[src/rtl/card_payment_terminal.sv]
// Card reader/authorizer facing a vending controller: presents the card, authorizes COST, debits on VEND.
// Optional macro TXN_LOG_EN builds saturating approved/declined transaction counters.
module card_payment_terminal #(
  parameter int AUTH_LATENCY = 3,
  parameter int BAL_W        = 8
) (
  input  logic             clk_i,
  input  logic             rst_i,
  input  logic             card_swipe_i,
  input  logic [BAL_W-1:0] card_balance_i,
  input  logic             card_remove_i,
  input  logic [2:0]       cost_i,
  input  logic             vend_i,
  input  logic             failed_tran_i,
  input  logic             invalid_sel_i,
  output logic             card_in_o,
  output logic             valid_tran_o,
  output logic             declined_o,
  output logic [BAL_W-1:0] balance_o,
  output logic             busy_o,
  output logic [7:0]       approved_cnt_o,
  output logic [7:0]       declined_cnt_o
);

  typedef enum logic [2:0] {
    S_IDLE, S_PRESENT, S_AUTH, S_APPROVED, S_DECL, S_EJECT
  } state_e;

  localparam logic [2:0] LAT = 3'(AUTH_LATENCY);

  state_e           state_q, state_d;
  logic [2:0]       cnt_q, cnt_d;
  logic [2:0]       cost_q, cost_d;
  logic [BAL_W-1:0] balance_q, balance_d;
  logic             declined_q, declined_d;
  logic             commit;
  logic [BAL_W-1:0] cost_ext;

  assign cost_ext = BAL_W'(cost_q);

  // NOTE: every signal driven here gets a default first, so no path can infer a latch.
  always_comb begin
    state_d      = state_q;
    cnt_d        = cnt_q;
    cost_d       = cost_q;
    balance_d    = balance_q;
    declined_d   = 1'b0;
    commit       = 1'b0;
    card_in_o    = 1'b0;
    valid_tran_o = 1'b0;
    unique case (state_q)
      S_IDLE: begin
        if (card_swipe_i) begin
          balance_d = card_balance_i;
          state_d   = S_PRESENT;
        end
      end
      S_PRESENT: begin
        card_in_o = 1'b1;
        if (invalid_sel_i || card_remove_i) begin
          state_d = S_EJECT;
        end else if (cost_i != 3'd0) begin
          cost_d  = cost_i;
          cnt_d   = LAT;
          state_d = S_AUTH;
        end
      end
      S_AUTH: begin
        card_in_o = 1'b1;
        // An abort always beats the decision, even on the last counted cycle.
        if (card_remove_i || failed_tran_i) begin
          state_d = S_EJECT;
        end else if (cnt_q == 3'd0) begin
          if (balance_q >= cost_ext) begin
            state_d = S_APPROVED;
          end else begin
            declined_d = 1'b1;
            state_d    = S_DECL;
          end
        end else begin
          cnt_d = cnt_q - 3'd1;
        end
      end
      S_APPROVED: begin
        card_in_o    = 1'b1;
        valid_tran_o = 1'b1;
        if (vend_i) begin
          balance_d = balance_q - cost_ext;
          commit    = 1'b1;
          state_d   = S_EJECT;
        end else if (failed_tran_i || card_remove_i) begin
          state_d = S_EJECT;
        end
      end
      S_DECL: begin
        card_in_o = 1'b1;
        if (failed_tran_i || card_remove_i) state_d = S_EJECT;
      end
      S_EJECT: state_d = S_IDLE;
      default: state_d = S_IDLE;
    endcase
  end

  // NOTE: sequential state uses non-blocking assignments so all registers update from the same pre-edge values.
  always_ff @(posedge clk_i or posedge rst_i) begin
    if (rst_i) begin
      state_q    <= S_IDLE;
      cnt_q      <= '0;
      cost_q     <= '0;
      balance_q  <= '0;
      declined_q <= 1'b0;
    end else begin
      state_q    <= state_d;
      cnt_q      <= cnt_d;
      cost_q     <= cost_d;
      balance_q  <= balance_d;
      declined_q <= declined_d;
    end
  end

  assign declined_o = declined_q;
  assign balance_o  = balance_q;
  assign busy_o     = (state_q != S_IDLE);

`ifdef TXN_LOG_EN
  logic [7:0] appr_cnt_q, decl_cnt_q;

  always_ff @(posedge clk_i or posedge rst_i) begin
    if (rst_i) begin
      appr_cnt_q <= '0;
      decl_cnt_q <= '0;
    end else begin
      if (commit && appr_cnt_q != 8'hFF)     appr_cnt_q <= appr_cnt_q + 8'd1;
      if (declined_d && decl_cnt_q != 8'hFF) decl_cnt_q <= decl_cnt_q + 8'd1;
    end
  end

  assign approved_cnt_o = appr_cnt_q;
  assign declined_cnt_o = decl_cnt_q;
`else
  logic unused_commit;
  assign unused_commit  = commit;
  assign approved_cnt_o = '0;
  assign declined_cnt_o = '0;
`endif

endmodule
[config.mk]
export PLATFORM = sky130hd
export DESIGN_NAME = card_payment_terminal
export DESIGN_NICKNAME = d
export VERILOG_FILES = /design/src/rtl/card_payment_terminal.sv
export SDC_FILE = /design/constraint.sdc
export NUM_CORES = 1
export LEC_CHECK = 0
export BUFFER_PORTS_ARGS = -buffer_cell sky130_fd_sc_hd__buf_2
export CAP_MARGIN = 0
export CORE_ASPECT_RATIO = 0.75
export CORE_MARGIN = 3
export CORE_UTILIZATION = 50
export DETAILED_ROUTE_END_ITERATION = 8
export GPL_TIMING_DRIVEN = 0
export PLACE_DENSITY = 0.8
export SLEW_MARGIN = 10
export SYNTH_ARGS = -nofsm -noshare
export SYNTH_HDL_FRONTEND = slang
export SYNTH_SLANG_ARGS = --single-unit
[constraint.sdc]
create_clock -name clk_i -period 2.4 [get_ports clk_i]
set_clock_uncertainty 0.05 [all_clocks]
set_input_delay 0.48 -clock clk_i [delete_from_list [all_inputs] [get_ports clk_i]]
set_output_delay 0.48 -clock clk_i [all_outputs]
set_load 0.1 [all_outputs]
==> results_tabular.tex, run 1 <==
\begin{tabular}{lr}
\hline
Metric & Value \\
\hline
\multicolumn{2}{l}{\textbf{Timing}} \\
\quad Worst Tran Pin Value & 700 ps \\
\quad Setup repair after global routing missed its margin & false \\
\quad Total setup violations reported at the end of the flow & 0 \\
\quad Number of pins exceeding their max-slew limit in the final report & 0 \\
\quad Time the worst path needs with I/O delays and setup & 2250 ps \\
\quad Highest clock frequency the design can meet & roughly 0.44 GHz \\
\quad Sum of negative setup slack & 0 ps \\
\quad Fin crit share & 0.939 \\
\quad Headroom to the max-slew limit & 0.533 \\
\quad Final Hold Vio Count & 0 \\
\multicolumn{2}{l}{\textbf{Synth}} \\
\quad Cell count after synthesis & $\sim$150 \\
\quad Mean cell area of the mapped netlist & 8.79 um2 \\
\quad Count of state elements after synthesis & 18 \\
\quad Async set-reset flop share out of synthesis & 1.00 \\
\quad Cell types with the largest area share after synthesis & sky130\_fd\_sc\_hd\_\_dfrtp\_1 (34\%), sky130\_fd\_sc\_hd\_\_buf\_4 (9.0\%), sky130\_fd\_sc\_hd\_\_ha\_1 (4.7\%) \\
\quad Synth unique cells & about 50 \\
\quad Area share of the leading cell type in the synthesized netlist & 0.339 \\
\quad Area of the mapped netlist & 0.00133 mm2 \\
\quad Post-synth EDFFs & 0 \\
\quad Leading register cell type out of synthesis & sky130\_fd\_sc\_hd\_\_dfrtp\_1 \\
\quad Top cell types by occurrence after synthesis & sky130\_fd\_sc\_hd\_\_dfrtp\_1 (18), sky130\_fd\_sc\_hd\_\_buf\_4 (16), sky130\_fd\_sc\_hd\_\_inv\_1 (13), sky130\_fd\_sc\_hd\_\_nor2\_1 (12) \\
\quad Library cell occupying the most area in the post-synthesis netlist & sky130\_fd\_sc\_hd\_\_dfrtp\_1 \\
\quad Synthesis Warnings & 0 \\
\quad Sequential fraction of the synthesis area & 0.339 \\
\quad Dominant cell by count in the synthesized netlist & sky130\_fd\_sc\_hd\_\_dfrtp\_1 \\
\multicolumn{2}{l}{\textbf{Placement}} \\
\quad Post-place instance area & between 0.0015 and 0.002 mm2 \\
\quad Port Buffers & 29 \\
\quad Half-perimeter wire length after placement & between 2 and 2.5 mm \\
\quad Gp weighted congestion & around 0.8 \\
\multicolumn{2}{l}{\textbf{Die}} \\
\quad Die Span X & $\sim$66 um \\
\quad Area of the die & between 0.003 and 0.004 mm2 \\
\quad Ports placed on the boundary & 46 \\
\quad Cell Rows & 15 \\
\quad Effective utilization at floorplan & 0.553 \\
\quad Overall die height & approximately 51 um \\
\quad Floorplan Core Area & roughly 0.0024 mm2 \\
\multicolumn{2}{l}{\textbf{Worst setup path}} \\
\quad RR Startpoint & balance\_o[0]\$\_DFFE\_PP0P\_ \\
\quad Biggest fanout along the worst timing path & 10 \\
\quad Worst setup path class & flop to primary output \\
\quad Destination of the critical timing path & valid\_tran\_o \\
\quad Logic depth of the worst path, buffers included & 4 \\
\quad Critical path buffer and inverter count & 3 \\
\quad Crit path capture type & primary output \\
\quad Slowest stage cell on the critical path & sky130\_fd\_sc\_hd\_\_clkbuf\_4 \\
\quad Data arrival, critical path & between 1500 and 2000 ps \\
\quad Startpoint Class & flop \\
\quad Cell-by-cell listing of the critical path & buf\_2 > nand3b\_2 > inv\_1 > clkbuf\_4 \\
\quad Number of cells traversed by the worst register-to-register path & 7 \\
\quad Data required time of the worst path & 1870 ps \\
\quad Max incr delay on CP & around 390 ps \\
\quad Critical register-to-register path endpoint & balance\_o[6]\$\_DFFE\_PP0P\_ \\
\quad Launch point of the worst path & state\_q[1]\$\_DFFE\_PP0P\_ \\
\quad Flop-to-flop setup slack & between 400 and 500 ps \\
\quad Largest delay share family, worst path & buffers and inverters \\
\multicolumn{2}{l}{\textbf{Power}} \\
\quad Cell internal pwr & around 0.9 mW \\
\quad Proportion of power drawn by combinational gates & 0.692 \\
\quad Part of the total power dissipated in the clock network & 0.083 \\
\quad Worst vdd ir & 998 uV \\
\quad Part of the power in registers & 0.225 \\
\quad Power Density & about 1500 mW/mm2 \\
\quad Switching power as a share of total power & 0.608 \\
\quad Net switching power & approximately 1.4 mW \\
\quad Static power due to leakage & 0.839 nW \\
\multicolumn{2}{l}{\textbf{Layout}} \\
\quad Finished Cell Area & 0.00162 mm2 \\
\quad Fraction of final layout cells sized beyond drive strength 1 & 0.332 \\
\quad Diode count & 0 \\
\quad Layout net count & 224 \\
\quad Layout area overhead & 22.0\% \\
\multicolumn{2}{l}{\textbf{CTS}} \\
\quad H-tree levels & 1 \\
\quad Latest clock arrival within the worst-skew pair & 300 ps \\
\quad Buffer count from post-CTS setup fixing & 0 \\
\quad Master cell of the clock root buffer & sky130\_fd\_sc\_hd\_\_clkbuf\_4 \\
\quad Total clock sinks & 18 \\
\quad Maximum number of buffers from clock root to sink & 2 \\
\quad Clock transition at the register clock pins on the worst setup and hold paths after CTS & roughly 110 ps \\
\quad TritonCTS clock tree & built \\
\quad Total CTS buffers & 3 \\
\multicolumn{2}{l}{\textbf{Global routing}} \\
\quad Global routing met3 resource utilization & 0.0492 \\
\quad Tot GR Track Use & 0.185 \\
\quad Fraction of met1 tracks used by global routing & 0.241 \\
\quad Antenna violations before repair & 0 \\
\quad Number of global-route vias before repair & 1100 \\
\quad Grt ovf & 0 \\
\quad Layer with the highest usage after global routing & met2 \\
\quad Wire length of the first global-routing pass & 4.77 mm \\
\quad Grt met2 use & 0.297 \\
\quad Largest net degree at the start of global routing & 19 \\
\multicolumn{2}{l}{\textbf{Drt}} \\
\quad Initial DRC count & between 40 and 50 \\
\quad Number of vias after detailed routing & approximately 1200 \\
\quad WL per Instance & 12.5 um \\
\quad First-pass iteration count of the detailed router & 5 \\
\quad Detailed-route DRC error count & 0 \\
\quad Antenna violation net count after detailed routing & 0 \\
\quad Detailed Route WL & approximately 2.9 mm \\
\quad Routed via count divided by cell count & $\sim$5.2 \\
\multicolumn{2}{l}{\textbf{Hold path}} \\
\quad Hold Path Class & input pin to asynchronous set/reset pin \\
\multicolumn{2}{l}{\textbf{Status}} \\
\quad Status & finished, final reports clean \\
\multicolumn{2}{l}{\textbf{Job}} \\
\quad Max Cap Viol & 0 \\
\hline
\end{tabular}
==> worst min path at each step <==
stage                                to                  from  slack (ps)  cells after the start
2_1_floorplan  balance_o[1]$_DFFE_PP0P_                 rst_i         370                      1
3_3_place_gp       cnt_q[1]$_DFFE_PP0P_  cnt_q[1]$_DFFE_PP0P_         430                      1
3_5_place_dp       cnt_q[1]$_DFFE_PP0P_  cnt_q[1]$_DFFE_PP0P_         440                      1
4_1_cts           cost_q[0]$_DFFE_PP0P_                 rst_i         250                      2
5_1_grt           cost_q[1]$_DFFE_PP0P_                 rst_i         270                      2
6_report           cnt_q[0]$_DFFE_PP0P_                 rst_i         220                      2
==> what timing repair did <==
action / 4_1_cts / 5_1_grt
hold buffers: 0 / 0
resized for setup: 0 / 2
setup endpoints to repair: 0 / 3
==> flip-flops by register name, indices dropped and copies added (netlist names) <==
register,cells
balance_o,8
cnt_q,3
cost_q,3
state_q,3
declined_o,1
==> power groups by stage <==
stage	registers, mW	clock network, mW	logic, mW
6_report	0.532	0.196	1.64
5_1_grt	0.552	0.214	1.75
4_1_cts	0.532	0.197	1.64
3_5_place_dp	0.539	0	1.63
3_3_place_gp	0.528	0	1.59
2_1_floorplan	0.980	0	0.917
==> routing by layer <==
layer,up-vias,wire length (um)
met4,0,26
met3,4,276
met1,555,1320
met5,-,0
met2,53,1290
li1,601,-
==> cells in the final DEF (no fill, tap or decap), types with 2 or more instances in the layout <==
cell type,instances
sky130_fd_sc_hd__buf_2,30
sky130_fd_sc_hd__dfrtp_1,17
sky130_fd_sc_hd__buf_4,16
sky130_fd_sc_hd__conb_1,16
sky130_fd_sc_hd__inv_1,13
sky130_fd_sc_hd__nor2_1,12
sky130_fd_sc_hd__a21oi_1,9
sky130_fd_sc_hd__nand2_1,9
sky130_fd_sc_hd__nor3_1,6
sky130_fd_sc_hd__ha_1,5
sky130_fd_sc_hd__nand3_1,4
sky130_fd_sc_hd__o21ai_0,4
sky130_fd_sc_hd__clkbuf_4,4
sky130_fd_sc_hd__clkbuf_1,3
sky130_fd_sc_hd__nor2b_1,3
sky130_fd_sc_hd__nand4_1,3
sky130_fd_sc_hd__nor3_2,2
sky130_fd_sc_hd__a211oi_1,2
sky130_fd_sc_hd__o211ai_1,2
sky130_fd_sc_hd__mux2_2,2
sky130_fd_sc_hd__o31ai_1,2
sky130_fd_sc_hd__o31a_1,2
sky130_fd_sc_hd__o2bb2ai_1,2
sky130_fd_sc_hd__o21a_1,2
==> layout make-up <==
type / count / area (um2)
Buffer: 22 / 153
Clock buffer: 4 / 36.3
Fill cell: 218 / 783
Inverter: 13 / 48.8
Multi-Input combinational cell: 113 / 739
Sequential cell: 18 / 452
Tap cell: 34 / 42.5
Timing Repair Buffer: 29 / 148
==> logic make-up (layout without fill, tap and decap cells) <==
kind of cell             count (synthesis)  after routing  share of synthesized area
adder cells (fa/ha/maj)                  6              6                     0.0622
flip-flops                              18             18                      0.339
multiplexers                             3              3                     0.0283
buffers and inverters                   35             68                      0.152
other                                    1             16                    0.00282
AND/OR/NAND/NOR                         51             51                      0.212
AO/OA/AOI/OAI                           37             37                      0.204
==> stage by stage <==
stage | setup slack, ps | cells | power (mW) | util | hold WS, ps
floorplan | 27.7 | 166 | 1.90 | - | 369
global placement | 339 | 229 | 2.12 | 0.656 | 425
detailed placement | 324 | 229 | 2.17 | 0.656 | 438
CTS | 77.6 | 233 | 2.36 | 0.671 | 248
global route | 23.5 | 233 | 2.51 | 0.674 | 272
finish | 146 | 233 | 2.37 | 0.674 | 217
Power figures use the tool's default switching activity.
==> run 2: changes to the inputs <==
Settings changed: GPL_TIMING_DRIVEN 0 to not set.
==> run 2 against run 1 <==
Against the previous run:
- utilization fell by 5.8 points
- die area unchanged
- non-clock buffer count fell by 20
- hold slack better by 1.6 ps
- count of clock-buffer cells in the layout stayed put
- design area fell by 8.7%
- critical path type unchanged
- largest cell class unchanged
- highest routed layer unchanged
==> results_tabular.tex, run 2 (synthesis gave the netlist of run 1 again) <==
\begin{tabular}{lr}
\hline
Metric & Value \\
\hline
\multicolumn{2}{l}{\textbf{Global routing}} \\
\quad Fraction of met1 tracks used by global routing & 0.244 \\
\quad Antenna violations before repair & 0 \\
\quad Grt ovf & 0 \\
\quad Global routing met3 resource utilization & 0.0537 \\
\quad Layer with the highest usage after global routing & met2 \\
\quad Grt met2 use & 0.304 \\
\quad Tot GR Track Use & 0.188 \\
\quad Largest net degree at the start of global routing & 19 \\
\quad Wire length of the first global-routing pass & 4.87 mm \\
\quad Number of global-route vias before repair & roughly 1100 \\
\multicolumn{2}{l}{\textbf{Drt}} \\
\quad Routed via count divided by cell count & 5.55 \\
\quad Detailed-route DRC error count & 0 \\
\quad Detailed Route WL & 3.00 mm \\
\quad First-pass iteration count of the detailed router & 4 \\
\quad Number of vias after detailed routing & $\sim$1200 \\
\quad Antenna violation net count after detailed routing & 0 \\
\quad WL per Instance & 14.1 um \\
\quad Initial DRC count & between 60 and 70 \\
\multicolumn{2}{l}{\textbf{CTS}} \\
\quad Maximum number of buffers from clock root to sink & 2 \\
\quad Clock transition at the register clock pins on the worst setup and hold paths after CTS & 110 ps \\
\quad H-tree levels & 1 \\
\quad \# hold bufs at CTS & 0 \\
\quad Total clock sinks & 18 \\
\quad PostCTS Resize Cnt & 0 \\
\quad Buffer count from post-CTS setup fixing & 0 \\
\quad Master cell of the clock root buffer & sky130\_fd\_sc\_hd\_\_clkbuf\_4 \\
\quad TritonCTS clock tree & built \\
\quad Total CTS buffers & 3 \\
\quad Latest clock arrival within the worst-skew pair & about 300 ps \\
\multicolumn{2}{l}{\textbf{Die}} \\
\quad Die Span X & around 66 um \\
\quad Area of the die & between 0.003 and 0.004 mm2 \\
\quad Overall die height & just over 50 um \\
\quad Ports placed on the boundary & 46 \\
\quad Cell Rows & 15 \\
\quad Floorplan Core Area & about 0.0024 mm2 \\
\quad Effective utilization at floorplan & 0.553 \\
\multicolumn{2}{l}{\textbf{Layout}} \\
\quad Fillers & about 220 \\
\quad Layout net count & 204 \\
\quad Non-Filler Instances & $\sim$210 \\
\quad Finished Cell Area & about 0.0015 mm2 \\
\quad Layout area overhead & 11.4\% \\
\quad Fraction of final layout cells sized beyond drive strength 1 & 0.263 \\
\quad Commonest cells after routing, fill and taps aside & sky130\_fd\_sc\_hd\_\_buf\_2 (28), sky130\_fd\_sc\_hd\_\_dfrtp\_1 (17), sky130\_fd\_sc\_hd\_\_conb\_1 (16) \\
\quad Leading cell type in the layout, fill and taps excluded & sky130\_fd\_sc\_hd\_\_buf\_2 \\
\quad Diode count & 0 \\
\quad Max FFs per register & 8 \\
\multicolumn{2}{l}{\textbf{Placement}} \\
\quad Half-perimeter wire length after placement & between 2 and 2.5 mm \\
\quad Port Buffers & 29 \\
\quad Placed instance count & about 210 \\
\quad Gp weighted congestion & slightly above 0.8 \\
\quad Post-place instance area & between 0.001 and 0.0015 mm2 \\
\multicolumn{2}{l}{\textbf{Timing}} \\
\quad Number of pins exceeding their max-slew limit in the final report & 0 \\
\quad Final Hold Vio Count & 0 \\
\quad Fin crit share & 0.915 \\
\quad Total setup violations reported at the end of the flow & 0 \\
\quad Headroom to the max-slew limit & 0.529 \\
\quad Setup repair after global routing missed its margin & false \\
\quad Sum of negative setup slack & 0 ps \\
\quad Highest clock frequency the design can meet & around 0.46 GHz \\
\quad Time the worst path needs with I/O delays and setup & around 2200 ps \\
\quad Worst Tran Pin Value & approximately 700 ps \\
\multicolumn{2}{l}{\textbf{Worst setup path}} \\
\quad Critical register-to-register path endpoint & cost\_q[2]\$\_DFFE\_PP0P\_ \\
\quad Max incr delay on CP & roughly 510 ps \\
\quad Data arrival, critical path & roughly 1700 ps \\
\quad RR Startpoint & state\_q[1]\$\_DFFE\_PP0P\_ \\
\quad Flop-to-flop setup slack & between 300 and 400 ps \\
\quad Biggest fanout along the worst timing path & 11 \\
\quad Number of cells traversed by the worst register-to-register path & 3 \\
\quad Crit path capture type & primary output \\
\quad Cell-by-cell listing of the critical path & o21ai\_0 > nor2b\_2 > buf\_2 \\
\quad Data required time of the worst path & 1870 ps \\
\quad Slowest stage cell on the critical path & sky130\_fd\_sc\_hd\_\_dfrtp\_1 \\
\quad Worst setup path class & flop to primary output \\
\quad Startpoint Class & flop \\
\multicolumn{2}{l}{\textbf{Job}} \\
\quad Max Cap Viol & 0 \\
\multicolumn{2}{l}{\textbf{Status}} \\
\quad Status & finished, final reports clean \\
\multicolumn{2}{l}{\textbf{Hold path}} \\
\quad Hold Path Class & input pin to asynchronous set/reset pin \\
\hline
\end{tabular}
## run 2: routing by layer
metal  routed length, um  vias up
li1                    -      560
met1                1370      544
met2                1300       68
met3                 267       11
met4                  61        0
met5                   0        -
## run 2: how the worst max path moves through the flow
stage	start	end	cells after the start
detailed placement	card_remove_i	cost_q[2]$_DFFE_PP0P_	4
global route	state_q[2]$_DFFE_PP0P_	busy_o	3
CTS	state_q[1]$_DFFE_PP0P_	card_in_o	3
finish	state_q[1]$_DFFE_PP0P_	card_in_o	3
floorplan	balance_o[1]$_DFFE_PP0P_	balance_o[6]$_DFFE_PP0P_	6
global placement	card_remove_i	cost_q[2]$_DFFE_PP0P_	4
## run 2: per-stage QoR
step,util,setup WS [ps],hold WS [ps]
5_1_grt,0.616,89.0,272
4_1_cts,0.616,193,254
6_report,0.616,203,219
2_1_floorplan,-,27.7,369
3_3_place_gp,0.605,429,428
3_5_place_dp,0.605,378,444
## run 2: final cells by class
| cell class | count | area, um2 | share of cell area |
|---|---|---|---|
| flip-flops and latches | 18 | 452 | 0.305 |
| multi-input cells | 113 | 734 | 0.497 |
| inverters | 13 | 48.8 | 0.0330 |
| well taps | 34 | 42.5 | 0.0288 |
| clock buffers | 4 | 26.3 | 0.0178 |
| repair buffers | 31 | 175 | 0.118 |
## run 2: critical path: cells and delay by family (launching register included)
family	cells	cell delay [ps]
flip-flops	1	510
buffers and inverters	1	420
AO/OA/AOI/OAI	1	260
AND/OR/NAND/NOR	1	170
Power of run 2 is not shown: default switching activity piles up to over one toggle a cycle in this logic, so the estimate is an artifact.
